$ cat config.mk
export PLATFORM = sky130hd
export DESIGN_NAME = pmem_burst_adaptor
export DESIGN_NICKNAME = d
export VERILOG_FILES = /design/src/rtl/pmem_burst_adaptor.sv
export SDC_FILE = /design/constraint.sdc
export NUM_CORES = 1
export LEC_CHECK = 0
export ABC_AREA = 1
export BUFFER_PORTS_ARGS = -buffer_cell sky130_fd_sc_hd__buf_2
export CAP_MARGIN = 20
export CORE_AREA = 2 2 277 279
export DETAILED_ROUTE_END_ITERATION = 10
export DIE_AREA = 0 0 279 281
export PLACE_DENSITY = 0.5
export SYNTH_ARGS = -nofsm -noshare
export SYNTH_HDL_FRONTEND = slang
export SYNTH_SLANG_ARGS = --single-unit
$ cat constraint.sdc
create_clock -name clk -period 2.2 [get_ports clk]
set_clock_uncertainty 0.2 [all_clocks]
set_input_delay 0.33 -clock clk [delete_from_list [all_inputs] [get_ports clk]]
set_output_delay 0.33 -clock clk [all_outputs]
set_load 0.02 [all_outputs]
$ cat src/rtl/pmem_burst_adaptor.sv
// Physical-memory responder for the L1 cache: turns one 256-bit line request
// into a 4-beat 64-bit burst and answers the cache with a one-cycle resp_o.
module pmem_burst_adaptor #(
  parameter int s_offset = 5,
  parameter int s_line   = 256,
  parameter int s_beat   = 64
) (
  input  logic              clk,
  input  logic              rst,
  input  logic [31:0]       address_i,
  input  logic              read_i,
  input  logic              write_i,
  input  logic [s_line-1:0] line_i,
  output logic [s_line-1:0] line_o,
  output logic              resp_o,
  output logic [31:0]       address_o,
  output logic              read_o,
  output logic              write_o,
  output logic [s_beat-1:0] burst_o,
  input  logic [s_beat-1:0] burst_i,
  input  logic              resp_i
);

  localparam int num_beats = s_line / s_beat;
  localparam int cnt_w     = $clog2(num_beats);
  localparam logic [31:0]      line_mask = ~((32'd1 << s_offset) - 32'd1);
  localparam logic [cnt_w-1:0] last_idx  = cnt_w'(num_beats - 1);

  typedef enum logic [1:0] {
    IDLE,
    RD_BURST,
    WR_BURST,
    DONE
  } state_t;

  state_t            state;
  state_t            state_next;
  logic [cnt_w-1:0]  beat_cnt;
  logic [s_line-1:0] wr_buf;
  logic              last_beat;

  assign last_beat = resp_i && (beat_cnt == last_idx);

  // NOTE: sequential state uses non-blocking assignments so every register
  // samples the pre-edge value of its neighbours, independent of block order.
  always_ff @(posedge clk) begin
    if (rst) state <= IDLE;
    else     state <= state_next;
  end

  // NOTE: state_next gets a default before the case so no path leaves it
  // unassigned, which would otherwise infer a latch.
  always_comb begin
    state_next = state;
    case (state)
      IDLE: begin
        if (write_i)     state_next = WR_BURST;
        else if (read_i) state_next = RD_BURST;
      end
      RD_BURST: if (last_beat) state_next = DONE;
      WR_BURST: if (last_beat) state_next = DONE;
      DONE:     state_next = IDLE;
      default:  state_next = IDLE;
    endcase
  end

  // Memory-side controls decode straight from state, so nothing from the
  // cache inputs reaches the bus without first passing through a flop.
  assign read_o  = (state == RD_BURST);
  assign write_o = (state == WR_BURST);
  assign resp_o  = (state == DONE);
  assign burst_o = (state == WR_BURST) ? wr_buf[beat_cnt*s_beat +: s_beat] : '0;

  // NOTE: the wide line and write-buffer registers are reset as well, since
  // line_o must read zero after reset, including one that aborts a fill.
  always_ff @(posedge clk) begin
    if (rst) begin
      beat_cnt  <= '0;
      address_o <= '0;
      line_o    <= '0;
      wr_buf    <= '0;
    end else begin
      case (state)
        IDLE: begin
          if (write_i) begin
            wr_buf    <= line_i;
            address_o <= address_i & line_mask;
          end else if (read_i) begin
            address_o <= address_i & line_mask;
          end
        end
        RD_BURST: begin
          if (resp_i) begin
            line_o[beat_cnt*s_beat +: s_beat] <= burst_i;
            beat_cnt <= last_beat ? '0 : beat_cnt + cnt_w'(1);
          end
        end
        WR_BURST: begin
          if (resp_i) beat_cnt <= last_beat ? '0 : beat_cnt + cnt_w'(1);
        end
        default: ;
      endcase
    end
  end

endmodule

==> results by group, run 1 <==
Outcome
  – Run status: finished, violations left
  – Failing checks: negative setup slack

GRT
  – Largest net degree at the start of global routing: 153
  – Total gr overflow: 0
  – Initial antenna violation count: 13
  – First-pass GRT wire length: 142,000 um
  – GRT Util Overall: 0.233
  – Vias in the first global route: 23,369

Logic synthesis
  – Sequential-to-total area share from yosys stat: 0.488
  – Yosys warns: 0
  – Distinct cell type count after synthesis: 22
  – Synthesized area: 22,300 um^2
  – Synth Register Bits: 543
  – Synthesized instance count: 3,148
  – Syn Area/Cell: 7.08 um^2

Final layout
  – Share of cells above drive strength 1: 0.263
  – Final net count: 4,539
  – Util after Layout: 0.462
  – Area grow syn2layout: 56.3%
  – Final Cell Area: 34,800 um^2

Timing
  – Actual slew at the worst max-slew pin: 756 ps
  – Fmax: 0.382 GHz
  – Max-slew violations: 0
  – Final worst-path cycle share: 1.19
  – RSZ-0062 raised after global routing: true
  – Final hold violations: 0
  – Fin Setup TNS: -19,160 ps
  – Max-slew headroom: 0.496
  – Setup Viol. Count Final: 64
  – Final worst slack: -420 ps
  – Post-route minimum period: 2620 ps
  – Hold WS: 54.6 ps

Setup path
  – WP data required: 1670 ps
  – Category of the most critical setup path: register to output pin
  – CP endpoint kind: output pin
  – CP Data Arrival Time: 2090 ps
  – Crit Path Max Fanout: 7
  – Startpoint type of the worst setup path: register

Power and ir drop
  – Net Sw Power: 14.7 mW
  – Reg power frac: 0.326
  – Clock Power Share: 0.280
  – Total power density per cell area: 1110 nW/um^2
  – Int Power: 24.1 mW
  – P_leak: 15.2 nW
  – Net switching fraction of the power: 0.378
  – VDD IR max: 0.600 mV
  – Combinational power share: 0.393

Clock network
  – Worst-Skew Late Latency: 580 ps
  – CTS root buf: clkbuf_16
  – Clk buf depth: 3
  – CTS H-tree lvls: 3
  – Clock Sinks: 543
  – CTS tree: done
  – CTS buffer count: 66
  – Clock-pin slew on the worst setup and hold paths: 60 ps

Die
  – Chip Height: 281 um
  – Die X: 279 um
  – Io pins: 712
  – Core area: 75,400 um^2
  – Die area: 78,400 um^2
  – Row cnt: 101
  – Initial Util: 0.295

Routing
  – 1st-pass router iterations: 5
  – Routed Antenna Nets: 0
  – Wire per inst: 18.9 um
  – Final wirelength: 98,400 um
  – DR iter-0 viols: 1,716
  – # DRC: 0
  – DR vias: 24,700
  – Vias per cell: 4.75

Placed design
  – Buffers on Ports: 701
  – Gpl congestion: 0.863
  – HPWL after DPL: 62,700 um
  – Post-DP Area: 27,100 um^2

Worst hold path
  – Hold Path Class: input pin to register

Flow run
  – MaxCap Viol Count: 0
## power by group through the flow
stage | Combinational [mW] | Clock [mW] | Sequential [mW]
2_1_floorplan | 7.02 | 0 | 13.2
3_3_place_gp | 11.7 | 0 | 12.8
3_5_place_dp | 11.7 | 0 | 12.8
4_1_cts | 14.0 | 11.1 | 12.6
5_1_grt | 16.6 | 11.5 | 12.9
6_report | 15.3 | 10.9 | 12.7
## synthesized netlist by cell type
cell type,instances,area (um^2)
nand3_1,129,646
nor2_4,4,45.0
o21ai_1,14,70.1
nand3_2,2,20.0
clkbuf_1,126,473
nand2_2,2,12.5
ha_1,10,125
buf_1,9,33.8
a21oi_1,386,1930
buf_6,2,22.5
inv_2,4,15.0
nor2_1,779,2920
o21ai_0,440,2200
conb_1,1,3.75
buf_2,88,440
buf_4,33,248
o21ai_2,1,8.76
inv_1,139,522
nor2_2,1,6.26
nand2_1,433,1630
nor2_8,2,40.0
dfxtp_1,543,10900
## placed cells by master (no fill, tap or decap), types with 29 or more instances in the layout
cell type and count:
a21oi_1 333, a21oi_2 50, buf_12 50, buf_2 637, buf_4 94, buf_6 50, clkbuf_16 77, dfxtp_1 540
dlygate4sd3_1 350, inv_1 134, nand2_1 407, nand3_1 129, nor2_1 747, nor2_2 29, o21ai_0 388, o21ai_1 51
## kinds of logic after synthesis
logic type	share of synthesized area
compound gates	0.189
fa+ha+maj	0.00561
simple gates	0.239
buf+inv	0.0787
flops	0.488
other cells	0.000168
## critical path, cell delays in order, from the launching register on
cell	delay, ps
dfxtp_4	360
buf_12	130
buf_16	150
buf_12	150
buf_6	120
buf_16	120
nand2_2	60
nand2_2	70
a21oi_2	170
buf_4	160
## metrics by stage
stage / power [mW] / setup slack (ps) / cells
after global placement: 24.4 / 64.5 / 4668
after CTS: 37.8 / -435 / 5156
after detailed placement: 24.5 / 71.9 / 4668
after floorplan: 20.2 / 7.92 / 3152
after global routing: 41.0 / -491 / 5202
final: 38.8 / -420 / 5204
## metal layers
metal	share of wire	GRT usage
met5	0.00058	0
met4	0.037	0.100
met3	0.063	0.0465
met2	0.48	0.392
met1	0.42	0.290
## area by class of cell
type / instances / area, um^2
Tap cell: 978 / 1220
Timing Repair Buffer: 1210 / 9750
Fill cell: 7673 / 40600
Sequential cell: 543 / 10900
Clock buffer: 103 / 1980
Inverter: 143 / 572
Multi-Input combinational cell: 2208 / 10200
Antenna cell: 8 / 20.0
Clock inverter: 11 / 174
## what timing repair did
| item | 4_1_cts | 5_1_grt |
|---|---|---|
| endpoints found under the hold margin | 539 | 1 |
| setup buffers | 10 | 31 |
| hold buffers | 349 | 1 |
| gates cloned | 16 | 9 |
| pin swaps | 33 | 34 |
| gates resized for setup | 209 | 132 |
| endpoints found under the setup margin | 65 | 188 |
## registers in the layout (all words and copies together), names as in the netlist
name / count
line_o: 256
wr_buf: 256
address_o: 27
beat_cnt: 2
state: 2
## worst paths after layout
check | from | end | slack [ps] | cells after the start
max | beat_cnt[0] | burst_o[6] | -420 | 9
min | line_i[195] | wr_buf[195] | 50 | 4
max reg2reg | beat_cnt[0] | line_o[77] | 60 | 11
min reg2reg | wr_buf[76] | wr_buf[76] | 250 | 2
(Power assumes the default switching activity.)
==> run 2: changes to the inputs <==
==> config.mk (replaced) <==
export PLATFORM = sky130hd
export DESIGN_NAME = pmem_burst_adaptor
export DESIGN_NICKNAME = d
export VERILOG_FILES = /design/src/rtl/pmem_burst_adaptor.sv
export SDC_FILE = /design/constraint.sdc
export NUM_CORES = 1
export LEC_CHECK = 0
export BUFFER_PORTS_ARGS = -buffer_cell sky130_fd_sc_hd__buf_2
export CAP_MARGIN = 20
export CORE_AREA = 2 2 278 280
export DETAILED_ROUTE_END_ITERATION = 10
export DIE_AREA = 0 0 280 282
export PLACE_DENSITY = 0.48
export SYNTH_ARGS = -nofsm -noshare
export SYNTH_HDL_FRONTEND = slang
export SYNTH_SLANG_ARGS = --single-unit
==> run 2 against run 1 <==
  * The flow still finishes with violations (negative setup slack)
  * Die area grew 0.72%
  * First-iteration DRC count shrank 16%
  * Sequential power shrank 11%
  * Setup slack lost 98 ps
  * Critical path type unchanged
  * Critical endpoint is now burst_o[33]
  * Largest power group is now the clock network
  * Highest routed layer is now met4
==> results by group, run 2 <==
Logic synthesis
  – Cell with the most instances after synthesis: nand2_1
  – Largest family of logic cells by synthesized area: simple AND/OR/NAND/NOR gates
  – Syn Area/Cell: 8.50 um^2 (+20%)
  – Sequential-to-total area share from yosys stat: 0.515 (+0.0269)
  – Synth area leaders: dfxtp_1 51%, nand2_1 13%, a21oi_1 11%, mux4_2 6.8%, nand3_1 4.1%
  – Main synth FF type: dfxtp_1
  – Asr flop ratio synth: 0 (unchanged)
  – Synth Area in Adders: 0.00592 (+0.000309)
  – Post-Synth XOR/XNOR Area: 0 (unchanged)
  – Synthesized area: 21,100 um^2 (-5.2%)
  – Yosys top cell area share: 0.515 (+0.0269)
  – Post-Synth Simple-Gate Area: 0.215 (-0.0239)
  – Area leader, netlist: dfxtp_1
  – Post-synth top cells: 740 x nand2_1, 543 x dfxtp_1, 455 x a21oi_1
  – Yosys warns: 0 (unchanged)
  – Post-synthesis compound-gate area fraction: 0.146 (-0.0431)
  – Distinct cell type count after synthesis: 33 (+50%)
  – Mux contribution to synthesized area: 0.0687 (+0.0687)
  – Number of synthesized flops with an enable pin: 0 (unchanged)
  – Synthesized instance count: 2,485 (-21%)
  – Synth Register Bits: 543 (unchanged)

Clock network
  – Clock-pin slew on the worst setup and hold paths: 60 ps (about the same)
  – Clk buf depth: 3 (unchanged)
  – Clock Sinks: 543 (unchanged)
  – CTS root buf: clkbuf_16
  – CTS buffer count: 66 (unchanged)
  – CTS tree: done
  – Worst-Skew Late Latency: 630 ps (+50 ps)
  – CTS H-tree lvls: 3 (unchanged)

Power and ir drop
  – Total Power: 32.6 mW (-16%)
  – Int Power: 22.0 mW (-8.9%)
  – Net switching fraction of the power: 0.326 (-0.0520)
  – Combinational power share: 0.299 (-0.094)
  – Total power density per cell area: 945 nW/um^2 (-15%)
  – Reg power frac: 0.347 (+0.021)
  – VDD IR max: 0.583 mV (-2.9%)
  – Clock Power Share: 0.354 (+0.074)
  – Net Sw Power: 10.6 mW (-28%)
  – P_leak: 14.1 nW (-7.6%)

Setup path
  – Startpoint type of the worst setup path: register
  – Category of the most critical setup path: register to output pin
  – Crit Path Max Fanout: 7 (unchanged)
  – CP endpoint kind: output pin
  – WP data required: 1670 ps (about the same)
  – CP Data Arrival Time: 2190 ps (+100 ps)

Timing
  – Max-slew violations: 0 (unchanged)
  – Fmax: 0.368 GHz (-3.6%)
  – Max-slew headroom: 0.608 (+0.112)
  – Final worst-path cycle share: 1.24 (+0.0444)
  – Post-route minimum period: 2720 ps (+97.7 ps)
  – RSZ-0062 raised after global routing: true
  – Final worst slack: -517 ps (-97.7 ps)
  – Final hold violations: 0 (unchanged)
  – Actual slew at the worst max-slew pin: 588 ps (-169 ps)
  – Setup Viol. Count Final: 252 (+290%)

GRT
  – Largest net degree at the start of global routing: 67 (-56%)
  – Initial antenna violation count: 3 (-10)
  – First-pass GRT wire length: 135,000 um (-4.7%)
  – GRT Util Overall: 0.223 (-0.0107)
  – Vias in the first global route: 21,695 (-7.2%)
  – Total gr overflow: 0 (unchanged)

Placed design
  – Dpl ws: 13.0 ps (-58.9 ps)
  – Gpl congestion: 0.864 (about the same)
  – HPWL after DPL: 62,200 um (-0.73%)
  – Post-Place Cells: 4,041 (-13%)
  – Buffers on Ports: 701 (unchanged)

Final layout
  – Most common cell after layout, fill and taps aside: nand2_1
  – Most frequent cells in the layout: 739 x nand2_1, 637 x buf_2, 539 x dfxtp_1
  – Biggest regs: line_o x256, wr_buf x256, address_o x27
  – Share of cells above drive strength 1: 0.347 (+0.0839)
  – Fin cells: 4,569 (-12%)
  – Final net count: 3,901 (-14%)
  – Area grow syn2layout: 63.4%

Routing
  – Vias per cell: 4.88 (+2.8%)
  – # DRC: 0 (unchanged)
  – DR iter-0 viols: 1,440 (-16%)
  – Wire per inst: 21.4 um (+13%)
  – 1st-pass router iterations: 6 (+1)
  – Final wirelength: 97,800 um (-0.54%)
  – Routed Antenna Nets: 0 (unchanged)
  – DR vias: 22,294 (-9.7%)

Worst hold path
  – Hold Path Class: register to register

Die
  – Row cnt: 101 (unchanged)
  – Chip Height: 282 um (+0.36%)
  – Die X: 280 um (+0.36%)
  – Initial Util: 0.279 (-0.0164)
  – Io pins: 712 (unchanged)
  – Die area: 79,000 um^2 (+0.72%)
  – Core area: 75,700 um^2 (+0.33%)

Flow run
  – MaxCap Viol Count: 0 (unchanged)

Outcome
  – Run status: finished, violations left
  – Failing checks: negative setup slack
run 2: cell types whose count changed after synthesis, sizes merged, moves of 6 or more:
cell,previous run,this run
a32oi,0,86
mux4,0,64
and2,0,67
nor2,786,89
buf,132,99
inv,143,4
clkbuf,126,132
nand3,131,174
o21ai,455,2
nand2,435,740
a21oi,386,455
run 2: what timing repair did:
action / 4_1_cts / 5_1_grt
gates cloned: 5 / 28
hold buffers: 351 / 0
endpoints found under the hold margin: 543 / 0
pin swaps: 39 / 123
resized for setup: 222 / 183
buffers inserted: 9 / 14
setup endpoints to repair: 66 / 246
run 2: worst paths after layout:
path / startpoint / endpoint / slack, ps / depth (start not counted)
setup reg to reg: beat_cnt[0] / line_o[176] / -250 / 10
hold / removal: line_o[103] / line_o[103] / 250 / 2
hold reg to reg: line_o[103] / line_o[103] / 250 / 2
setup / recovery: beat_cnt[0] / burst_o[33] / -520 / 5
run 2: cell type report:
cell class / instances / area [um^2]
Inverter: 4 / 23.8
Clock inverter: 28 / 425
Multi-Input combinational cell: 1711 / 10200
Fill cell: 7310 / 41200
Clock buffer: 93 / 1870
Antenna cell: 4 / 10.0
Tap cell: 978 / 1220
Timing Repair Buffer: 1208 / 9840
Sequential cell: 543 / 10900
run 2: worst max-delay path, stage by stage (launching register included):
cell,delay (ps)
dfxtp_4,380
buf_12,170
buf_16,160
mux4_2,530
and2_4,180
buf_6,130
run 2: power by group through the flow:
stage,clock [mW],sequential (mW),combinational [mW]
5_1_grt,12.2,11.4,10.4
2_1_floorplan,0,11.6,4.35
6_report,11.5,11.3,9.76
4_1_cts,11.8,11.3,8.85
3_3_place_gp,0,11.5,7.51
3_5_place_dp,0,11.5,7.54
run 2: metal layers:
layer  track usage  routed length [um]  vias to the layer above
met4        0.0816                3680                        0
met1         0.276               40100                    10680
li1              -                   -                    10571
met2         0.371               46300                      850
met3        0.0592                7770                      193
met5             0                   0                        -
run 2: kinds of logic (layout without fill, tap and decap cells):
logic type,count (synthesis),in the layout
mux,65,65
simple gates,1083,1083
compound gates,548,548
fa+ha+maj,10,10
other cells,1,9
buf+inv,235,1333
flops,543,543
run 2: stage by stage:
stage | utilization | hold WS [ps] | instance area (um^2) | setup TNS, ps
floorplan | - | 233 | 21200 | 0
global route | 0.456 | 261 | 34500 | -76220
global placement | 0.348 | 236 | 26400 | 0
CTS | 0.437 | 248 | 33100 | -37930
detailed placement | 0.348 | 240 | 26400 | 0
finish | 0.456 | 246 | 34500 | -55040
==> run 3: changes to the inputs <==
--- a/config.mk
+++ b/config.mk
@@ -7,10 +7,12 @@
 export LEC_CHECK = 0
 export BUFFER_PORTS_ARGS = -buffer_cell sky130_fd_sc_hd__buf_2
 export CAP_MARGIN = 20
-export CORE_AREA = 2 2 278 280
+export CELL_PAD_IN_SITES_DETAIL_PLACEMENT = 0
+export CELL_PAD_IN_SITES_GLOBAL_PLACEMENT = 2
+export CORE_MARGIN = 2
+export CORE_UTILIZATION = 26
 export DETAILED_ROUTE_END_ITERATION = 10
-export DIE_AREA = 0 0 280 282
-export PLACE_DENSITY = 0.48
+export PLACE_DENSITY = 0.73
 export SYNTH_ARGS = -nofsm -noshare
 export SYNTH_HDL_FRONTEND = slang
 export SYNTH_SLANG_ARGS = --single-unit
==> run 3 against run 2 <==
  * The flow still finishes with violations (negative setup slack)
  * Largest cell class unchanged
  * Cell count up 1.3%
  * Combinational power down 4.9%
  * First-iteration DRC count up 8.5%
  * Critical path type unchanged
  * Clock power about the same
  * Register-to-register slack better by 280 ps
  * Via count up 1.7%
  * Flip-flop and latch count unchanged
==> results by group, run 3 (synthesized netlist as in run 2, its figures left out) <==
Timing
  – Final worst-path cycle share: 1.23 (-0.00721)
  – Fin Setup TNS: -27,030 ps (+28,010 ps)
  – Final worst slack: -501 ps (+15.9 ps)
  – Final hold violations: 0 (unchanged)
  – Fmax: 0.370 GHz (+0.59%)
  – Actual slew at the worst max-slew pin: 580 ps (-7.85 ps)
  – RSZ-0062 raised after global routing: true
  – Max-slew violations: 0 (unchanged)
  – Max-slew headroom: 0.612 (+0.00348)
  – Setup Viol. Count Final: 65 (-74%)
  – Post-route minimum period: 2700 ps (-15.9 ps)

Final layout
  – Share of cells above drive strength 1: 0.312 (-0.0349)
  – Final net count: 3,883 (-0.46%)
  – Most common cell after layout, fill and taps aside: nand2_1
  – Sequential Area: 10,900 um^2 (about the same)
  – Fin cells: 4,630 (+1.3%)
  – FILL cells: 8,111 (+11%)
  – Multi-input gate area: 9570 um^2 (-6.5%)
  – Area grow syn2layout: 59.6%
  – Most frequent cells in the layout: 739 x nand2_1, 635 x buf_2, 539 x dfxtp_1
  – Biggest regs: line_o x256, wr_buf x256, address_o x27

Worst hold path
  – Hold Path Class: register to register
  – Worst Hold End: line_o[181]
  – Hold Path Origin: line_o[181]
  – Hold Path Depth: 2 (unchanged)

Flow run
  – MaxCap Viol Count: 0 (unchanged)

Outcome
  – Failing checks: negative setup slack
  – Run status: finished, violations left

Clock network
  – Clk buf depth: 3 (unchanged)
  – Clock Sinks: 543 (unchanged)
  – CTS tree: done
  – Clock-pin slew on the worst setup and hold paths: 50 ps (about the same)
  – Worst-Skew Late Latency: 600 ps (-30 ps)
  – CTS buffer count: 67 (+1.5%)
  – CTS root buf: clkbuf_16
  – CTS H-tree lvls: 3 (unchanged)

Setup path
  – CP peak stage delay: 540 ps (about the same)
  – Category of the most critical setup path: register to output pin
  – CP Data Arrival Time: 2170 ps (-20 ps)
  – Slowest CP cell: mux4_2
  – Buf+Inv Stages, Crit Path: 3 (unchanged)
  – R2R cell count: 8 (-2)
  – CP endpoint kind: output pin
  – WP data required: 1670 ps (about the same)
  – CP cell instances: buf_12, buf_16, mux4_2, and2_4, buf_6
  – Kind of cell adding the most delay to the critical path: multiplexers
  – Crit Path Max Fanout: 8 (+1)
  – FF-to-FF setup slack: 30 ps (+280 ps)
  – Worst R2R End: line_o[193]
  – FF-to-FF Start: beat_cnt[0]
  – Startpoint type of the worst setup path: register

Power and ir drop
  – Total power density per cell area: 943 nW/um^2 (-0.22%)
  – VDD IR max: 0.553 mV (-5.0%)
  – P_leak: 13.9 nW (-1.1%)

GRT
  – GRT Util Overall: 0.219 (-0.00332)
  – Largest net degree at the start of global routing: 97 (+45%)
  – First-pass GRT wire length: 141,000 um (+3.9%)
  – Initial antenna violation count: 8 (+5)
  – Vias in the first global route: 22,491 (+3.7%)
  – Total gr overflow: 0 (unchanged)

Routing
  – Final wirelength: 102,000 um (+4.2%)
  – # DRC: 0 (unchanged)
  – DR vias: 22,675 (+1.7%)
  – Routed Antenna Nets: 0 (unchanged)
  – Wire per inst: 22.0 um (+2.8%)
  – M1 wire length: 39,900 um (-0.39%)
  – 1st-pass router iterations: 8 (+2)
  – Routed wl met2: 51,100 um (+10%)
  – Vias per cell: 4.90 (+0.37%)
  – DR top layer: met4
  – Met3 WL: 6700 um (-14%)
  – DR iter-0 viols: 1,562 (+8.5%)

Die
  – Die X: 289 um (+3.2%)
  – Core area: 80,400 um^2 (+6.2%)
  – Initial Util: 0.263 (-0.0164)
  – Chip Height: 289 um (+2.5%)
  – Io pins: 712 (unchanged)
  – Row cnt: 104 (+3.0%)
  – Die area: 83,500 um^2 (+5.8%)

Placed design
  – Buffers on Ports: 701 (unchanged)
  – Dpl ws: -9.99 ps (-23.0 ps)
  – HPWL after DPL: 66,400 um (+6.7%)
  – Post-Place Cells: 4,099 (+1.4%)
  – Gpl congestion: 0.868 (+0.51%)
==> run 3: worst max-delay path by stage <==
stage,to,startpoint,slack (ps),depth (start not counted)
4_1_cts,burst_o[19],beat_cnt[0],-630,6
5_1_grt,burst_o[17],beat_cnt[0],-600,5
3_5_place_dp,burst_o[39],beat_cnt[0],-10,5
6_report,burst_o[17],beat_cnt[0],-500,5
2_1_floorplan,line_o[215],beat_cnt[0],2,9
3_3_place_gp,burst_o[39],beat_cnt[0],5,5
==> run 3: tightest hold or removal path, stage by stage, from the launching register on <==
cell and delay, ps:
dfxtp_1 300, nand2_1 50, a21oi_1 50
==> run 3: what timing repair did <==
item                                    CTS  global route
pin swaps                                55            40
endpoints found under the hold margin   542             0
hold buffers                            351             0
buffers inserted                         14            16
gates resized for setup                 189            82
cloned                                    8            24
endpoints found under the setup margin   71           352
==> run 3: cell type report <==
class / count / share of cell area
Multi-Input combinational cell: 1711 / 0.284
Antenna cell: 8 / 0.000594
Inverter: 4 / 0.000557
Clock buffer: 91 / 0.0563
Clock inverter: 24 / 0.00932
Timing Repair Buffer: 1189 / 0.287
Tap cell: 1060 / 0.0393
Sequential cell: 543 / 0.323
==> run 3: per-stage QoR <==
stage / power, mW / hold WS (ps) / util / instance area (um^2)
after floorplan: 15.9 / 233 / - / 21200
after global placement: 18.6 / 237 / 0.326 / 26200
after detailed placement: 18.8 / 241 / 0.326 / 26200
after CTS: 31.4 / 248 / 0.409 / 32900
after global routing: 33.2 / 264 / 0.419 / 33700
final: 31.8 / 245 / 0.419 / 33700
==> run 3: where the power goes <==
group / internal [mW] / switching (mW) / leakage [nW]
Sequential: 10.8 / 0.512 / 4.42
Clock: 6.59 / 4.61 / 1.08
Combinational: 4.04 / 5.23 / 8.41
==> run 3: layer usage <==
metal  GRT usage  vias to the layer above
met3      0.0484                      188
met2       0.384                      901
met5           0                        -
met4      0.0920                        0
li1            -                    10525
met1       0.258                    11061
